### src/rtl/ifu_litebpu_pkg.sv
// Shared types for the IFU lite branch predictor.
// Holds the jalr rs1 fetch FSM encodings and default widths.
package ifu_litebpu_pkg;

    localparam int PC_SIZE     = 32;
    localparam int XLEN        = 32;
    localparam int RFIDX_WIDTH = 5;

    typedef enum logic [1:0] {
        BPU_ST_IDLE     = 2'd0,
        BPU_ST_DEP_WAIT = 2'd1,
        BPU_ST_RS1_RD   = 2'd2
    } bpu_st_e;

endpackage

### src/rtl/ifu_bpu_depchk.sv
// Dependency check for the jalr base register fetch.
// Ports: oitf_empty, ir_* (EXU IR state) in; x1dep, xndep, busy out.
module ifu_bpu_depchk #(
    parameter int RIDX_W = 5
) (
    input  logic              oitf_empty,
    input  logic              ir_valid,
    input  logic              ir_rden,
    input  logic [RIDX_W-1:0] ir_rdidx,
    input  logic              ir_rs1en,
    output logic              x1dep,
    output logic              xndep,
    output logic              busy
);

    logic ir_wr_x1;

    assign ir_wr_x1 = ir_valid & ir_rden
                    & (ir_rdidx == RIDX_W'(1));

    assign x1dep = ~oitf_empty | ir_wr_x1;
    // xn has no dedicated port: any IR occupant is treated as a hazard.
    assign xndep = ~oitf_empty | ir_valid;
    assign busy  = ir_valid & ir_rs1en;

endmodule

### src/rtl/ifu_litebpu.sv
// Lite branch predictor: predicted-taken and next-PC adder operands.
// Ports: pc, dec_* (mini-decoder), flush_req, oitf_empty, ir_* (EXU IR),
//        rf2bpu_x1/rs1 in; bpu2rf_rs1_ena, bpu_wait, prdt_* out.
// Macro IFU_BPU_BTFN_EN: backward-taken/forward-not-taken for bxx.
module ifu_litebpu
    import ifu_litebpu_pkg::*;
#(
    parameter int PC_W   = PC_SIZE,
    parameter int DW     = XLEN,
    parameter int RIDX_W = RFIDX_WIDTH
) (
    input  logic              clk,
    input  logic              rst_n,
    input  logic [PC_W-1:0]   pc,
    input  logic              dec_i_valid,
    input  logic              dec_jal,
    input  logic              dec_jalr,
    input  logic              dec_bxx,
    input  logic [DW-1:0]     dec_bjp_imm,
    input  logic [RIDX_W-1:0] dec_jalr_rs1idx,
    input  logic              flush_req,
    input  logic              oitf_empty,
    input  logic              ir_valid,
    input  logic              ir_rden,
    input  logic [RIDX_W-1:0] ir_rdidx,
    input  logic              ir_rs1en,
    input  logic [DW-1:0]     rf2bpu_x1,
    input  logic [DW-1:0]     rf2bpu_rs1,
    output logic              bpu2rf_rs1_ena,
    output logic              bpu_wait,
    output logic              prdt_taken,
    output logic [PC_W-1:0]   prdt_pc_add_op1,
    output logic [PC_W-1:0]   prdt_pc_add_op2
);

    logic    x1dep;
    logic    xndep;
    logic    busy;
    logic    is_x0;
    logic    is_x1;
    logic    jalr_x1;
    logic    jalr_xn;
    logic    bxx_taken;
    logic    wait_x1;
    logic    wait_xn;
    logic    ena_c;
    bpu_st_e st;
    bpu_st_e st_nxt;

    ifu_bpu_depchk #(
        .RIDX_W (RIDX_W)
    ) u_depchk (
        .oitf_empty (oitf_empty),
        .ir_valid   (ir_valid),
        .ir_rden    (ir_rden),
        .ir_rdidx   (ir_rdidx),
        .ir_rs1en   (ir_rs1en),
        .x1dep      (x1dep),
        .xndep      (xndep),
        .busy       (busy)
    );

    assign is_x0 = (dec_jalr_rs1idx == RIDX_W'(0));
    assign is_x1 = (dec_jalr_rs1idx == RIDX_W'(1));

    assign jalr_x1 = dec_i_valid & dec_jalr & is_x1;
    assign jalr_xn = dec_i_valid & dec_jalr
                   & ~is_x0 & ~is_x1;

`ifdef IFU_BPU_BTFN_EN
    assign bxx_taken = dec_bjp_imm[DW-1];
`else
    assign bxx_taken = 1'b0;
`endif

    // x1 has a dedicated read path, so it only waits, no FSM.
    assign wait_x1 = jalr_x1 & x1dep & ~flush_req;

    always_ff @(posedge clk or negedge rst_n) begin
        if (!rst_n) begin
            st <= BPU_ST_IDLE;
        end else begin
            st <= st_nxt;
        end
    end

    always_comb begin
        st_nxt  = st;
        ena_c   = 1'b0;
        wait_xn = 1'b0;
        if (flush_req) begin
            st_nxt = BPU_ST_IDLE;
        end else begin
            unique case (st)
                BPU_ST_IDLE: begin
                    if (jalr_xn) begin
                        wait_xn = 1'b1;
                        if (xndep | busy) begin
                            st_nxt = BPU_ST_DEP_WAIT;
                        end else begin
                            ena_c  = 1'b1;
                            st_nxt = BPU_ST_RS1_RD;
                        end
                    end
                end
                BPU_ST_DEP_WAIT: begin
                    if (!dec_i_valid) begin
                        st_nxt = BPU_ST_IDLE;
                    end else begin
                        wait_xn = 1'b1;
                        if (!xndep && !busy) begin
                            ena_c  = 1'b1;
                            st_nxt = BPU_ST_RS1_RD;
                        end
                    end
                end
                BPU_ST_RS1_RD: begin
                    st_nxt = BPU_ST_IDLE;
                end
                default: begin
                    st_nxt = BPU_ST_IDLE;
                end
            endcase
        end
    end

    // Gate with rst_n so a held jalr cannot re-raise them during reset.
    assign bpu2rf_rs1_ena = rst_n & ena_c;
    assign bpu_wait       = rst_n & (wait_x1 | wait_xn);

    always_comb begin
        prdt_taken      = 1'b0;
        prdt_pc_add_op1 = pc;
        prdt_pc_add_op2 = '0;
        if (dec_i_valid) begin
            prdt_pc_add_op2 = PC_W'(dec_bjp_imm);
            unique case (1'b1)
                dec_jal: begin
                    prdt_taken = 1'b1;
                end
                dec_jalr: begin
                    prdt_taken = 1'b1;
                    if (is_x0) begin
                        prdt_pc_add_op1 = '0;
                    end else if (is_x1) begin
                        prdt_pc_add_op1 = PC_W'(rf2bpu_x1);
                    end else begin
                        prdt_pc_add_op1 = PC_W'(rf2bpu_rs1);
                    end
                end
                dec_bxx: begin
                    prdt_taken = bxx_taken;
                    if (!bxx_taken) begin
                        prdt_pc_add_op2 = PC_W'(4);
                    end
                end
                default: begin
                end
            endcase
        end
    end

endmodule

### config.mk
export PLATFORM = sky130hd
export DESIGN_NAME = ifu_litebpu
export DESIGN_NICKNAME = d
export VERILOG_FILES = /design/src/rtl/ifu_litebpu_pkg.sv /design/src/rtl/ifu_bpu_depchk.sv /design/src/rtl/ifu_litebpu.sv
export SDC_FILE = /design/constraint.sdc
export NUM_CORES = 1
export LEC_CHECK = 0
export BUFFER_PORTS_ARGS = -buffer_cell sky130_fd_sc_hd__buf_2
export CORE_AREA = 2 2 85 87
export CTS_CLUSTER_DIAMETER = 80
export DETAILED_ROUTE_END_ITERATION = 7
export DIE_AREA = 0 0 87 89
export SYNTH_ARGS = -nofsm -noshare
export SYNTH_HDL_FRONTEND = slang
export SYNTH_SLANG_ARGS = --single-unit
export TNS_END_PERCENT = 100
### constraint.sdc
create_clock -name clk -period 1.6 [get_ports clk]
set_clock_uncertainty 0.1 [all_clocks]
set_input_delay 0.16 -clock clk [delete_from_list [all_inputs] [get_ports clk]]
set_output_delay 0.16 -clock clk [all_outputs]
set_load 0.005 [all_outputs]
* Word-level counts from Yosys, hierarchy flattened
Cells that the tools add are included. Widths: inputs -> output; s select.
Word-level totals: input bits 149, bits in registers 2, output and inout bits 67, logic and storage cells 56
Operators by class: reductions and logical operators 7, bitwise operators 19, eq/ne operators 5, multiplexer cells 24
Operator list (count):
- $mux 32 | 6
- $and 1x1->1 | 11
- $eq 5x1->1 const B | 2
- $mux 1 | 10
- $mux 2 | 5
- $logic_not 5->1 | 1
- $ne 4x4->1 const B | 1
- $not 1->1 | 4
- $or 1x1->1 | 4
- $pmux 1 s2 | 2
- $pmux 2 s2 | 1
- $ne 3x3->1 const B | 1
- $eq 2x1->1 const B | 1
- $logic_not 1->1 | 2
- $logic_not 2->1 | 1
- $reduce_and 2->1 | 1
- $reduce_or 2->1 | 1
- $logic_and 1x1->1 | 1

* Logic depth before layout (Yosys ltp)
Gate-level depths: netlist of run 1.
word-level depth 9, depth in mapped cells 5, mapped depth without buffers 3

* By module
A second synthesis of run 1 with hierarchy kept.
Second synthesis, totals: cell total of the unflattened synthesis 203, area total of the unflattened synthesis 1123.6 um2
By module, submodules not included:
- ifu_litebpu | area an instance 1084.8 um2, times used 1, cells each 198, sequential area each 50.0 um2
- ifu_bpu_depchk | area an instance 38.8 um2, times used 1, cells each 5, sequential area each 0.0 um2

* Worst setup path before layout of run 1
Ideal clock, no wire load.
kind input-to-output, start point input dec_jalr_rs1idx[1], end point output bpu_wait, buffers on the path 1, data required time 1.340 ns, slack 0.231 ns, cell stages on the path 4, arrival time 1.109 ns, path through or4_4 > buf_6 > a32oi_4 > o32ai_1
On the way: cells in the longest elaborated chain, start to end 9, elaborated cells between the ends (all ways) 14
RTL lines:
- from (decl) | line ifu_litebpu.sv:20 | input logic [RIDX_W-1:0] dec_jalr_rs1idx,
- $logic_not 5->1 | line ifu_litebpu.sv:63 | assign is_x0 = (dec_jalr_rs1idx == RIDX_W'(0));
- $not 1->1 | line ifu_litebpu.sv:68 | & ~is_x0 & ~is_x1;
- $and 1x1->1 (2 in a row) | line ifu_litebpu.sv:68
- $mux 1 | line ifu_litebpu.sv:96 | if (jalr_xn) begin
- $pmux 1 s2 | line ifu_litebpu.sv:94 | unique case (st)
- $mux 1 | line ifu_litebpu.sv:91 | if (flush_req) begin
- $or 1x1->1 (*) | line ifu_litebpu.sv:129 | assign bpu_wait = rst_n & (wait_x1 | wait_xn);
- $and 1x1->1 (*) | line ifu_litebpu.sv:129
- to (decl) | line ifu_litebpu.sv:30 | output logic bpu_wait,
Mark *: on every way between the ends. The rest lies on a longest branch, timed or not.

* Worst setup path in the final report of run 1
start point input dec_jalr_rs1idx[1], end point output prdt_pc_add_op1[5]
On the way: cells in the longest elaborated chain, start to end 5, elaborated cells between the ends (all ways) 6
RTL lines:
- $eq 5x1->1 | line ifu_litebpu.sv:64 | assign is_x1 = (dec_jalr_rs1idx == RIDX_W'(1));
- $mux 32 | line ifu_litebpu.sv:145 | end else if (is_x1) begin
- $mux 32 (*) | line ifu_litebpu.sv:143 | if (is_x0) begin
- $mux 32 (*) | line ifu_litebpu.sv:137 | unique case (1'b1)
- $mux 32 (*) | line ifu_litebpu.sv:135 | if (dec_i_valid) begin
- to (decl) | line ifu_litebpu.sv:32 | output logic [PC_W-1:0] prdt_pc_add_op1,
Marks and branches as above.

==> results by group, run 1 <==
Cells and area
  – Number of non-filler instances in the completed layout: 496
  – Layout net count: 567
  – Diodes inserted: 0
  – Register bank with the most flops: st
  – Largest registers ranked by flip-flop count: st x2
  – Growth of design area from synthesis to finish: 120%
  – Number of flip-flops in the largest register: 2
  – Layout cell share with drive strength beyond 1: 0.594

CTS
  – CTS tree: yes
  – Num Clock Sinks: 2
  – Buffer depth of the longest clock path: 2
  – Buffer type at the clock tree root: clkbuf_8
  – H-tree level count: 1
  – CTS clk-pin slew, worst paths: 0.03 ns
  – Clock insertion delay at the later pin of the skew report: 0.21 ns
  – Number of buffers inserted during clock tree synthesis: 3

Pwr
  – Peak VDD IR: 0.000228 V
  – Sum of internal, switching and leakage power: 0.793 mW
  – Power density of the placed cells: 317 mW/mm^2
  – Leakage Power: 1.42 nW

Setup path
  – Largest fanout on the critical path: 16
  – Capturing element of the worst setup path: prdt_pc_add_op1[5]
  – Register-to-Register Path Depth: 4
  – Startpoint kind of the worst setup timing path: input pin
  – Setup CP Type: input pin to output pin
  – R2r startpoint: st[1]
  – Worst endpoint data arrival time: 1.37 ns
  – Req. time, crit path: 1.34 ns
  – Endpoint type of the worst setup path: output pin
  – Crit path from: dec_jalr_rs1idx[1]
  – Setup slack on the worst flop-to-flop path: 0.42 ns
  – Reg2Reg Capture Point: st[1]

Placement
  – Half-perimeter wire length after placement: 4790 um
  – Gp weighted congestion: 0.878
  – Placement-stage worst setup slack: -0.0519 ns
  – Instance count after placement with tap cells included: 485
  – PortBufs: around 210

Global route
  – Number of antenna violations at the first check in global routing: 0
  – Wire length of the first global-routing pass: 7780 um
  – GRT Residual Overflow: 0
  – Tot GR Track Use: 0.123
  – Vias in the first global route: 1848
  – Largest net degree at the start of global routing: 41

Die
  – Area enclosed by the die boundary: slightly below 0.008 sq mm
  – Starting density of the core: 0.169
  – Die height: a little under 90 um
  – Standard-cell row count: 30
  – Floorplan die width: a little under 90 um
  – Core outline area: 0.00672 sq mm
  – Top-level port count: 216

STA
  – Maximum clock frequency: 613 MHz
  – Setup repair after global routing missed its margin: yes
  – Final number of hold-violating endpoints: 0
  – Minimum setup slack in the final design: -0.0305 ns
  – Worst rel slew slack: 0.841
  – Max-slew violation total from the final report: 0
  – Crit share post-route: 1.02
  – Post-layout min period: between 1.5 and 2 ns
  – Least-Margin Pin Slew: approximately 0.24 ns
  – Final TNS setup: -0.0751 ns
  – Total of endpoints with negative setup slack in the final report: 8

Detailed routing
  – Count of antenna-violating nets left after detailed routing: 0
  – Wire length per cell: 12.5 um
  – Number of iterations in the first detailed-routing pass: 4
  – Total length of routed met2 wires: around 3300 um
  – Vias/cell: 4.45
  – Total routed wire length on the met1 layer: 2450 um
  – DRC marker count from the first detailed-route iteration: 39
  – Total wire length after detailed routing: 6210 um
  – DRC violations left: 0
  – DR WL met3: 479 um
  – Highest routed layer: met4
  – Total via count in the routed design: around 2200

Yosys
  – Adder-cell share of the synthesized area: 0
  – Leading cell types by total area after synthesis: a31oi_1 18%, and2_1 18%, nand3_1 14%, nand2_1 11%, nor2_1 11%
  – Post-synthesis average cell area: approximately 5.6 sq um
  – Combinational family with the most area after synthesis: simple AND/OR/NAND/NOR gates
  – Biggest area consumer among synthesized cells: a31oi_1
  – Number of warning messages in the yosys log: 0
  – Area fraction in compound gates after synthesis: 0.229
  – Sequential share of the synthesized area: 0.0441
  – Area share of the leading cell type in the synthesized netlist: 0.176
  – Count of mapped cells out of synthesis: 203
  – Number of nets produced by synthesis: 352
  – Cell area after technology mapping: about 0.0011 sq mm
  – Multiplexer fraction of the synthesized cell area: 0
  – Post-Synth Simple-Gate Area: 0.618
  – Area share of xor/xnor cells in the synthesized design: 0
  – FF+latch count, synth: 2
  – Count of unique library cells instantiated by Yosys: 23

Hold path
  – Path type of the worst min-delay path: input pin to flop

Outcome
  – Status: finished, violations left
  – Violated checks: negative setup slack

Run
  – Max-cap violation count: 0
## placed cells by master, fill, tap and decap left out, types with 2 or more instances in the layout
| cell type | synthesis | final |
|---|---|---|
| clkbuf_16 | 0 | 2 |
| and2_1 | 32 | 31 |
| buf_4 | 0 | 7 |
| buf_12 | 0 | 3 |
| nor2b_1 | 3 | 3 |
| inv_1 | 2 | 2 |
| nand3_1 | 32 | 32 |
| dfrtp_1 | 2 | 2 |
| nand2_2 | 0 | 6 |
| buf_6 | 4 | 4 |
| o21a_1 | 2 | 2 |
| nand2_4 | 0 | 3 |
| nor3_1 | 2 | 2 |
| buf_2 | 6 | 213 |
| nand2_1 | 34 | 25 |
| nor2_1 | 32 | 32 |
| clkbuf_8 | 0 | 3 |
| a31oi_1 | 32 | 32 |
## critical path, cell delays in order
cell     delay, ns
buf_8         0.09
or4_4         0.60
buf_12        0.19
nand2_1       0.07
a31oi_1       0.10
buf_2         0.15
## layer usage
layer / GRT usage / vias up
met2: 0.244 / 125
met4: 0.0327 / 0
met5: 0 / -
li1: - / 1133
met1: 0.134 / 947
met3: 0.0194 / 4
## metrics by stage
stage,area (sq um),hold slack [ns],util
final,2500,0.0714,0.372
after global placement,2300,-0.135,0.342
after detailed placement,2300,-0.133,0.342
after CTS,2350,0.0698,0.350
after global routing,2500,0.0883,0.372
after floorplan,1140,-0.236,-
## cells by family (layout without fill, tap and decap cells)
| kind of cell | after synthesis | after routing |
|---|---|---|
| compound gates | 37 | 37 |
| buf+inv | 23 | 236 |
| flops | 2 | 2 |
| simple gates | 141 | 141 |
## Yosys cell counts
| cell type | number |
|---|---|
| a31oi_1 | 32 |
| a32oi_4 | 1 |
| and2_1 | 32 |
| and3b_1 | 1 |
| buf_1 | 1 |
| buf_2 | 6 |
| buf_6 | 4 |
| clkbuf_1 | 10 |
| dfrtp_1 | 2 |
| inv_1 | 2 |
| nand2_1 | 34 |
| nand3_1 | 32 |
| nand4_1 | 1 |
| nor2_1 | 32 |
| nor2b_1 | 3 |
| nor3_1 | 2 |
| nor3b_1 | 1 |
| nor4_4 | 1 |
| o21a_1 | 2 |
| o31a_1 | 1 |
| o32ai_1 | 1 |
| or4_4 | 1 |
| or4b_1 | 1 |
## layout make-up
class | instances | area, sq um
inverter | 2 | 7.51
fill | 760 | 4220
clock buffer | 3 | 41.3
sequential | 2 | 50.0
tap | 80 | 100
timing repair buffer | 231 | 1300
multi-input combinational | 178 | 1000
## how the worst min path moves through the flow
stage	cells past startpoint	slack, ns	startpoint	endpoint
CTS	2	0.07	flush_req	st[1]
finish	2	0.07	flush_req	st[1]
global placement	1	-0.14	rst_n	st[1]
floorplan	0	-0.24	rst_n	st[0]
global route	2	0.09	flush_req	st[0]
detailed placement	1	-0.13	rst_n	st[0]
## where the power goes
group,internal [mW],switching (mW),leakage [nW]
Sequential,0.0527,0.00107,0.0274
Clock,0.159,0.0364,0.0216
Combinational,0.308,0.236,1.37
## what timing repair did
item,CTS,global route
pin swaps,0,14
hold buffers,1,0
setup endpoints to repair,19,34
setup buffers,0,3
hold endpoints to repair,2,0
cloned,0,4
gates resized for setup,0,20
Power figures use the tool's default switching activity.
==> run 2: changes to the inputs <==
--- a/config.mk
+++ b/config.mk
@@ -10,6 +10,7 @@
 export CTS_CLUSTER_DIAMETER = 80
 export DETAILED_ROUTE_END_ITERATION = 7
 export DIE_AREA = 0 0 87 89
+export MAX_ROUTING_LAYER = met4
 export SYNTH_ARGS = -nofsm -noshare
 export SYNTH_HDL_FRONTEND = slang
 export SYNTH_SLANG_ARGS = --single-unit
==> constraint.sdc (replaced) <==
create_clock -name clk -period 1.7 [get_ports clk]
set_clock_uncertainty 0.1 [all_clocks]
set_input_delay 0.17 -clock clk [delete_from_list [all_inputs] [get_ports clk]]
set_output_delay 0.17 -clock clk [all_outputs]
set_load 0.005 [all_outputs]
==> results by group, run 2 (synthesized netlist as in run 1, its figures left out) <==
Cells and area
  – Layout net count: 557 (-1.8%)
  – Highest-count cells in the layout ignoring fill and taps: 214 x buf_2, 33 x nand2_1, 32 x nand3_1, 32 x nor2_1, 32 x a31oi_1
  – Diodes inserted: 0 (unchanged)
  – Register bank with the most flops: st
  – Growth of design area from synthesis to finish: 106%
  – Most frequent standard cell in the layout excluding fill and tap cells: buf_2
  – Layout cell share with drive strength beyond 1: 0.564 (-0.0297)
  – Number of non-filler instances in the completed layout: 486 (-2.0%)
  – Largest registers ranked by flip-flop count: st x2
  – Number of flip-flops in the largest register: 2 (unchanged)

Placement
  – Gp weighted congestion: 0.837 (-4.7%)
  – PortBufs: 214 (unchanged)
  – Half-perimeter wire length after placement: 4590 um (-4.3%)
  – Instance count after placement with tap cells included: 482 (-0.62%)

Pwr
  – Peak VDD IR: 0.000190 V (-17%)
  – Internal Power: 0.468 mW (-9.9%)
  – P_sw: 0.252 mW (-7.9%)
  – Power density of the placed cells: 307 mW/mm^2 (-3.0%)
  – Clock power share: 0.260 (+0.014)
  – Sum of internal, switching and leakage power: 0.720 mW (-9.2%)
  – Switching Fraction: 0.350 (+0.00492)
  – Part of the total power dissipated in sequential elements: 0.070 (+0.002)
  – Proportion of power drawn by combinational gates: 0.669 (-0.017)
  – Leakage Power: 1.34 nW (-5.2%)

CTS
  – Number of buffers added for setup after CTS: 0 (unchanged)
  – Number of buffers inserted during clock tree synthesis: 3 (unchanged)
  – Clock insertion delay at the later pin of the skew report: 0.21 ns (about the same)
  – CTS tree: yes
  – Num Clock Sinks: 2 (unchanged)
  – H-tree level count: 1 (unchanged)
  – CTS clk-pin slew, worst paths: 0.03 ns (about the same)
  – Buffer type at the clock tree root: clkbuf_8
  – Buffer depth of the longest clock path: 2 (unchanged)

Detailed routing
  – Total wire length after detailed routing: 5590 um (-9.9%)
  – Wire length per cell: 11.5 um (-8.1%)
  – DRC violations left: 0 (unchanged)
  – Number of iterations in the first detailed-routing pass: 4 (unchanged)
  – DRC marker count from the first detailed-route iteration: 36 (-7.7%)
  – Count of antenna-violating nets left after detailed routing: 0 (unchanged)
  – Total via count in the routed design: 2174 (-1.6%)
  – Vias/cell: 4.47 (+0.44%)

STA
  – Crit share post-route: 0.981
  – Total of endpoints with negative setup slack in the final report: 0 (-8)
  – Least-Margin Pin Slew: 0.315 ns (+0.0787 ns)
  – Final number of hold-violating endpoints: 0 (unchanged)
  – Worst rel slew slack: 0.790 (-0.0513)
  – Max-slew violation total from the final report: 0 (unchanged)
  – Post-layout min period: approximately 1.7 ns
  – Setup repair after global routing missed its margin: yes
  – Maximum clock frequency: 599 MHz

Global route
  – Vias in the first global route: 1958 (+6.0%)
  – Tot GR Track Use: 0.133 (+0.0105)
  – Largest net degree at the start of global routing: 37 (-9.8%)
  – Number of antenna violations at the first check in global routing: 0 (unchanged)
  – GRT Residual Overflow: 0 (unchanged)
  – Wire length of the first global-routing pass: 8220 um (+5.7%)

Setup path
  – Worst endpoint data arrival time: 1.40 ns (+0.03 ns)
  – Startpoint kind of the worst setup timing path: input pin
  – Req. time, crit path: 1.43 ns (+0.09 ns)
  – Setup CP Type: input pin to output pin
  – Endpoint type of the worst setup path: output pin
  – Largest fanout on the critical path: 32 (+16)

Die
  – Starting density of the core: 0.169 (unchanged)
  – Area enclosed by the die boundary: 0.00774 sq mm (unchanged)
  – Core outline area: 0.00672 sq mm (unchanged)
  – Standard-cell row count: 30 (unchanged)
  – Floorplan die width: 87 um (unchanged)
  – Die height: 89 um (unchanged)
  – Top-level port count: 216 (unchanged)

Hold path
  – Path type of the worst min-delay path: input pin to flop

Outcome
  – Status: finished clean

Run
  – Max-cap violation count: 0 (unchanged)
[run 2: cell count changes in the layout (fill, tap and decap cells not counted), sizes merged]
| cell | change |
|---|---|
| buf | -8 |
| clkbuf | -2 |
[run 2: metrics by stage]
step	util	cell area, sq um	hold slack, ns	TNS (ns)	setup WS (ns)
after CTS	0.348	2340	0.0748	0	0.0288
final	0.349	2340	0.0960	0	0.0319
after floorplan	-	1140	-0.226	0	0.311
after detailed placement	0.340	2290	-0.124	0	0.0289
after global routing	0.349	2340	0.110	-0.00220	-0.00169
after global placement	0.340	2290	-0.125	0	0.0351
[run 2: per-layer routing]
metal	up-vias	routed length, um	GRT usage
met1	930	2210	0.147
met3	4	490	0.0139
met4	0	24	0.0313
met2	130	2860	0.256
li1	1110	-	-
met5	-	0	-
[run 2: worst max-delay path, stage by stage]
cell and delay, ns:
buf_2 0.12, or4_4 0.57, buf_12 0.19, nand2_1 0.08, a31oi_1 0.10, buf_2 0.15
[run 2: area by class of cell]
type                       instances  area [sq um]
sequential                         2          50.0
clock buffer                       3          41.3
fill                             730          4380
timing repair buffer             221          1180
multi-input combinational        178           968
tap                               80           100
inverter                           2          7.51
[run 2: repair_timing]
item	4_1_cts	5_1_grt
hold buffers	1	0
setup endpoints to repair	0	3
hold endpoints to repair	2	0
resized for setup	0	2
[run 2: final timing paths]
kind | from | endpoint | cells after the start | slack [ns]
worst min register to register | st[0] | st[0] | 2 | 0.59
worst min-delay path | flush_req | st[0] | 2 | 0.1
worst max register to register | st[1] | st[1] | 3 | 0.61
min in group asynchronous | rst_n | st[1] | 2 | 0.19
max in group asynchronous | rst_n | st[0] | 2 | 1.20
worst max-delay path | dec_jalr_rs1idx[1] | prdt_pc_add_op1[5] | 6 | 0.03
[run 2: power by group through the flow]
| stage | clock network, mW | registers (mW) | logic (mW) |
|---|---|---|---|
| detailed placement | 0 | 0.0510 | 0.482 |
| finish | 0.187 | 0.0505 | 0.482 |
| floorplan | 0 | 0.0509 | 0.188 |
| global placement | 0 | 0.0510 | 0.476 |
| CTS | 0.196 | 0.0505 | 0.486 |
| global route | 0.202 | 0.0508 | 0.539 |
==> run 3: changes to the inputs <==
--- a/config.mk
+++ b/config.mk
@@ -5,12 +5,14 @@
 export SDC_FILE = /design/constraint.sdc
 export NUM_CORES = 1
 export LEC_CHECK = 0
+export ABC_AREA = 1
 export BUFFER_PORTS_ARGS = -buffer_cell sky130_fd_sc_hd__buf_2
-export CORE_AREA = 2 2 85 87
+export CORE_AREA = 2 2 83 85
 export CTS_CLUSTER_DIAMETER = 80
 export DETAILED_ROUTE_END_ITERATION = 7
-export DIE_AREA = 0 0 87 89
+export DIE_AREA = 0 0 85 87
 export MAX_ROUTING_LAYER = met4
+export SKIP_LAST_GASP = 1
 export SYNTH_ARGS = -nofsm -noshare
 export SYNTH_HDL_FRONTEND = slang
 export SYNTH_SLANG_ARGS = --single-unit
==> results by group, run 3 <==
Setup path
  – Largest fanout on the critical path: 3 (-91%)
  – Cell breakdown of the critical path: dlygate4sd3_1 -> buf_2 -> inv_1 -> nor2_1 -> nand2_1 -> a21oi_1 -> buf_2
  – Startpoint kind of the worst setup timing path: input pin
  – Setup slack on the worst flop-to-flop path: 0.54 ns (-0.07 ns)
  – Category of cells accounting for the largest share of critical-path delay: buffers and inverters
  – Worst endpoint data arrival time: 1.27 ns (-0.13 ns)
  – Endpoint type of the worst setup path: output pin
  – Crit path from: rst_n
  – Req. time, crit path: 1.43 ns (about the same)
  – Setup CP Type: input pin to output pin
  – Worst stage delay on the critical path: 0.52 ns (-0.05 ns)
  – Crit path max-delay cell type: dlygate4sd3_1
  – R2r startpoint: st[1]
  – Sum of buffers and inverters on the critical path: 4 (+1)
  – Cell repeated most along the worst path: buf_2

Yosys
  – Number of nets produced by synthesis: 476 (+35%)
  – Area share of the leading cell type in the synthesized netlist: 0.380 (+0.204)
  – Async set-or-reset flop fraction in the synthesized netlist: 1.00 (unchanged)
  – FF+latch count, synth: 2 (unchanged)
  – Number of warning messages in the yosys log: 0 (unchanged)
  – Cell area after technology mapping: 0.00141 sq mm (+24%)
  – Top-count cell post-synth: nand2_1
  – Number of synthesized flops with an enable pin: 0 (unchanged)
  – Leading cell types by total area after synthesis: nand2_1 38%, inv_1 20%, nor2_1 11%, o21ai_1 10%, buf_6 5.6%
  – Dominant register cell in the synthesized netlist: dfrtp_1
  – Count of unique library cells instantiated by Yosys: 20 (-13%)
  – Top post-synthesis cells by count: 143 x nand2_1, 74 x inv_1, 43 x nor2_1
  – Biggest area consumer among synthesized cells: nand2_1
  – Sequential share of the synthesized area: 0.0354 (-0.00862)
  – Post-synthesis average cell area: 4.32 sq um (-23%)
  – Count of mapped cells out of synthesis: 327 (+61%)

Placement
  – Half-perimeter wire length after placement: 4670 um (+1.9%)
  – PortBufs: 214 (unchanged)
  – Gp weighted congestion: 0.736 (-12%)
  – Placement-stage worst setup slack: 0.110 ns (+0.0814 ns)

Detailed routing
  – DRC violations left: 0 (unchanged)
  – Total wire length after detailed routing: 5540 um (-0.86%)
  – Wire length per cell: 9.04 um (-21%)
  – Total via count in the routed design: 2476 (+14%)
  – Vias/cell: 4.04 (-9.7%)
  – DRC marker count from the first detailed-route iteration: 70 (+94%)
  – Count of antenna-violating nets left after detailed routing: 0 (unchanged)
  – Number of iterations in the first detailed-routing pass: 4 (unchanged)

Cells and area
  – Number of flip-flops in the largest register: 2 (unchanged)
  – Most frequent standard cell in the layout excluding fill and tap cells: buf_2
  – Register bank with the most flops: st
  – Post-route core utilization: 0.387 (+0.0386)
  – Largest registers ranked by flip-flop count: st x2
  – Multi-input gate area: 947 sq um (-2.2%)
  – Number of fill cells in the layout: 735 (+0.68%)
  – Sequential cell area: 50.0 sq um (unchanged)
  – Highest-count cells in the layout ignoring fill and taps: 214 x buf_2, 143 x nand2_1, 74 x inv_1
  – Layout cell share with drive strength beyond 1: 0.430 (-0.134)
  – Growth of design area from synthesis to finish: 80.2%
  – Diodes inserted: 0 (unchanged)
  – Layout net count: 684 (+23%)

CTS
  – H-tree level count: 1 (unchanged)
  – Buffer depth of the longest clock path: 2 (unchanged)
  – Number of buffers added for setup after CTS: 0 (unchanged)
  – CTS tree: yes
  – Clock insertion delay at the later pin of the skew report: 0.20 ns (about the same)
  – Num Clock Sinks: 2 (unchanged)
  – Number of buffers inserted during clock tree synthesis: 3 (unchanged)
  – Buffer type at the clock tree root: clkbuf_8
  – CTS clk-pin slew, worst paths: 0.03 ns (about the same)

STA
  – Total of endpoints with negative setup slack in the final report: 0 (unchanged)
  – Setup repair after global routing missed its margin: no
  – Crit share post-route: 0.906 (-0.0750)
  – Worst rel slew slack: 0.763 (-0.0262)
  – Maximum clock frequency: 649 MHz (+8.3%)
  – Post-layout min period: 1.54 ns (-0.128 ns)
  – Max-slew violation total from the final report: 0 (unchanged)
  – Minimum setup slack in the final design: 0.159 ns (+0.128 ns)
  – Least-Margin Pin Slew: 0.355 ns (+0.0393 ns)
  – Final number of hold-violating endpoints: 0 (unchanged)
  – Final TNS setup: 0 ns (unchanged)
  – Worst hold margin: 0.181 ns (+0.0849 ns)

Pwr
  – Proportion of power drawn by combinational gates: 0.685 (+0.016)
  – Leakage Power: 1.96 nW (+46%)
  – Internal Power: 0.473 mW (+1.1%)
  – Switching Fraction: 0.372 (+0.0219)
  – Part of the total power dissipated in sequential elements: 0.075 (+0.005)
  – Power density of the placed cells: 296 mW/mm^2 (-3.7%)
  – P_sw: 0.280 mW (+11%)
  – Clock power share: 0.240 (-0.020)
  – Peak VDD IR: 0.000205 V (+8.0%)

Global route
  – Number of antenna violations at the first check in global routing: 0 (unchanged)
  – Tot GR Track Use: 0.138 (+0.00408)
  – Vias in the first global route: 2062 (+5.3%)
  – Largest net degree at the start of global routing: 39 (+5.4%)
  – GRT Residual Overflow: 0 (unchanged)
  – Wire length of the first global-routing pass: 8420 um (+2.4%)

Hold path
  – Worst Hold Launch: flush_req
  – Path type of the worst min-delay path: input pin to flop

Die
  – Standard-cell row count: 30 (unchanged)
  – Die height: 87 um (-2.2%)
  – Floorplan die width: 85 um (-2.3%)
  – Core outline area: 0.00657 sq mm (-2.2%)
  – Top-level port count: 216 (unchanged)
  – Area enclosed by the die boundary: 0.00740 sq mm (-4.5%)
  – Starting density of the core: 0.215 (+0.0460)

Outcome
  – Status: finished clean

Run
  – Max-cap violation count: 0 (unchanged)
run 3: cell types whose count changed after synthesis, moves of 29 or more:
cell	previous run	this run
nand3_1	32	3
a31oi_1	32	0
nand2_1	34	143
inv_1	2	74
o21ai_1	0	29
and2_1	32	0
run 3: layout make-up:
class                   count  area share
flip-flops and latches      2      0.0197
inverters                  76       0.113
multi-input cells         232       0.372
clock buffers               3      0.0162
well taps                  80      0.0393
repair buffers            220       0.440
run 3: cell families (layout without fill, tap and decap cells):
group                  Yosys count  after routing  synth area share
and+or+nand+nor                196            196             0.539
DFF                              2              2            0.0354
buffers and inverters           93            299             0.294
AOI/OAI and AO/OA               36             36             0.132
run 3: worst reg2reg max path, stage by stage (launching register included):
cell and delay [ns]:
dfrtp_1 0.39, nor2_1 0.19, inv_1 0.08, o21ai_0 0.14, nand2_1 0.07, nor2_1 0.11
run 3: final timing paths:
| check | depth (start not counted) | endpoint |
|---|---|---|
| min in group asynchronous | 2 | st[1] |
| worst min register to register | 2 | st[0] |
| worst min-delay path | 4 | st[1] |
| worst max register to register | 5 | st[1] |
| worst max-delay path | 7 | bpu2rf_rs1_ena |
| max in group asynchronous | 2 | st[0] |
run 3: timing repair:
action                                  in CTS  in global routing
gates resized for setup                      0                  2
hold buffers                                 1                  0
endpoints found under the setup margin       0                  4
endpoints found under the hold margin        2                  0
run 3: per-stage QoR:
| step | instance area (sq um) | total power, mW | instances |
|---|---|---|---|
| CTS | 2540 | 0.763 | 613 |
| detailed placement | 2490 | 0.576 | 609 |
| finish | 2540 | 0.753 | 613 |
| global placement | 2490 | 0.568 | 609 |
| floorplan | 1410 | 0.300 | 327 |
| global route | 2540 | 0.837 | 613 |
run 3: layer usage:
metal,vias up,share of wire,track usage
met5,-,0,-
met4,0,0.012,0.0289
met3,8,0.10,0.0133
met2,132,0.50,0.271
met1,988,0.39,0.148
li1,1348,-,-
run 3: power groups by stage:
stage               Sequential [mW]  Combinational [mW]  Clock (mW)
global placement             0.0569               0.511           0
detailed placement           0.0569               0.519           0
finish                       0.0565               0.516       0.181
global route                 0.0573               0.589       0.190
floorplan                    0.0561               0.244           0
CTS                          0.0565               0.524       0.183
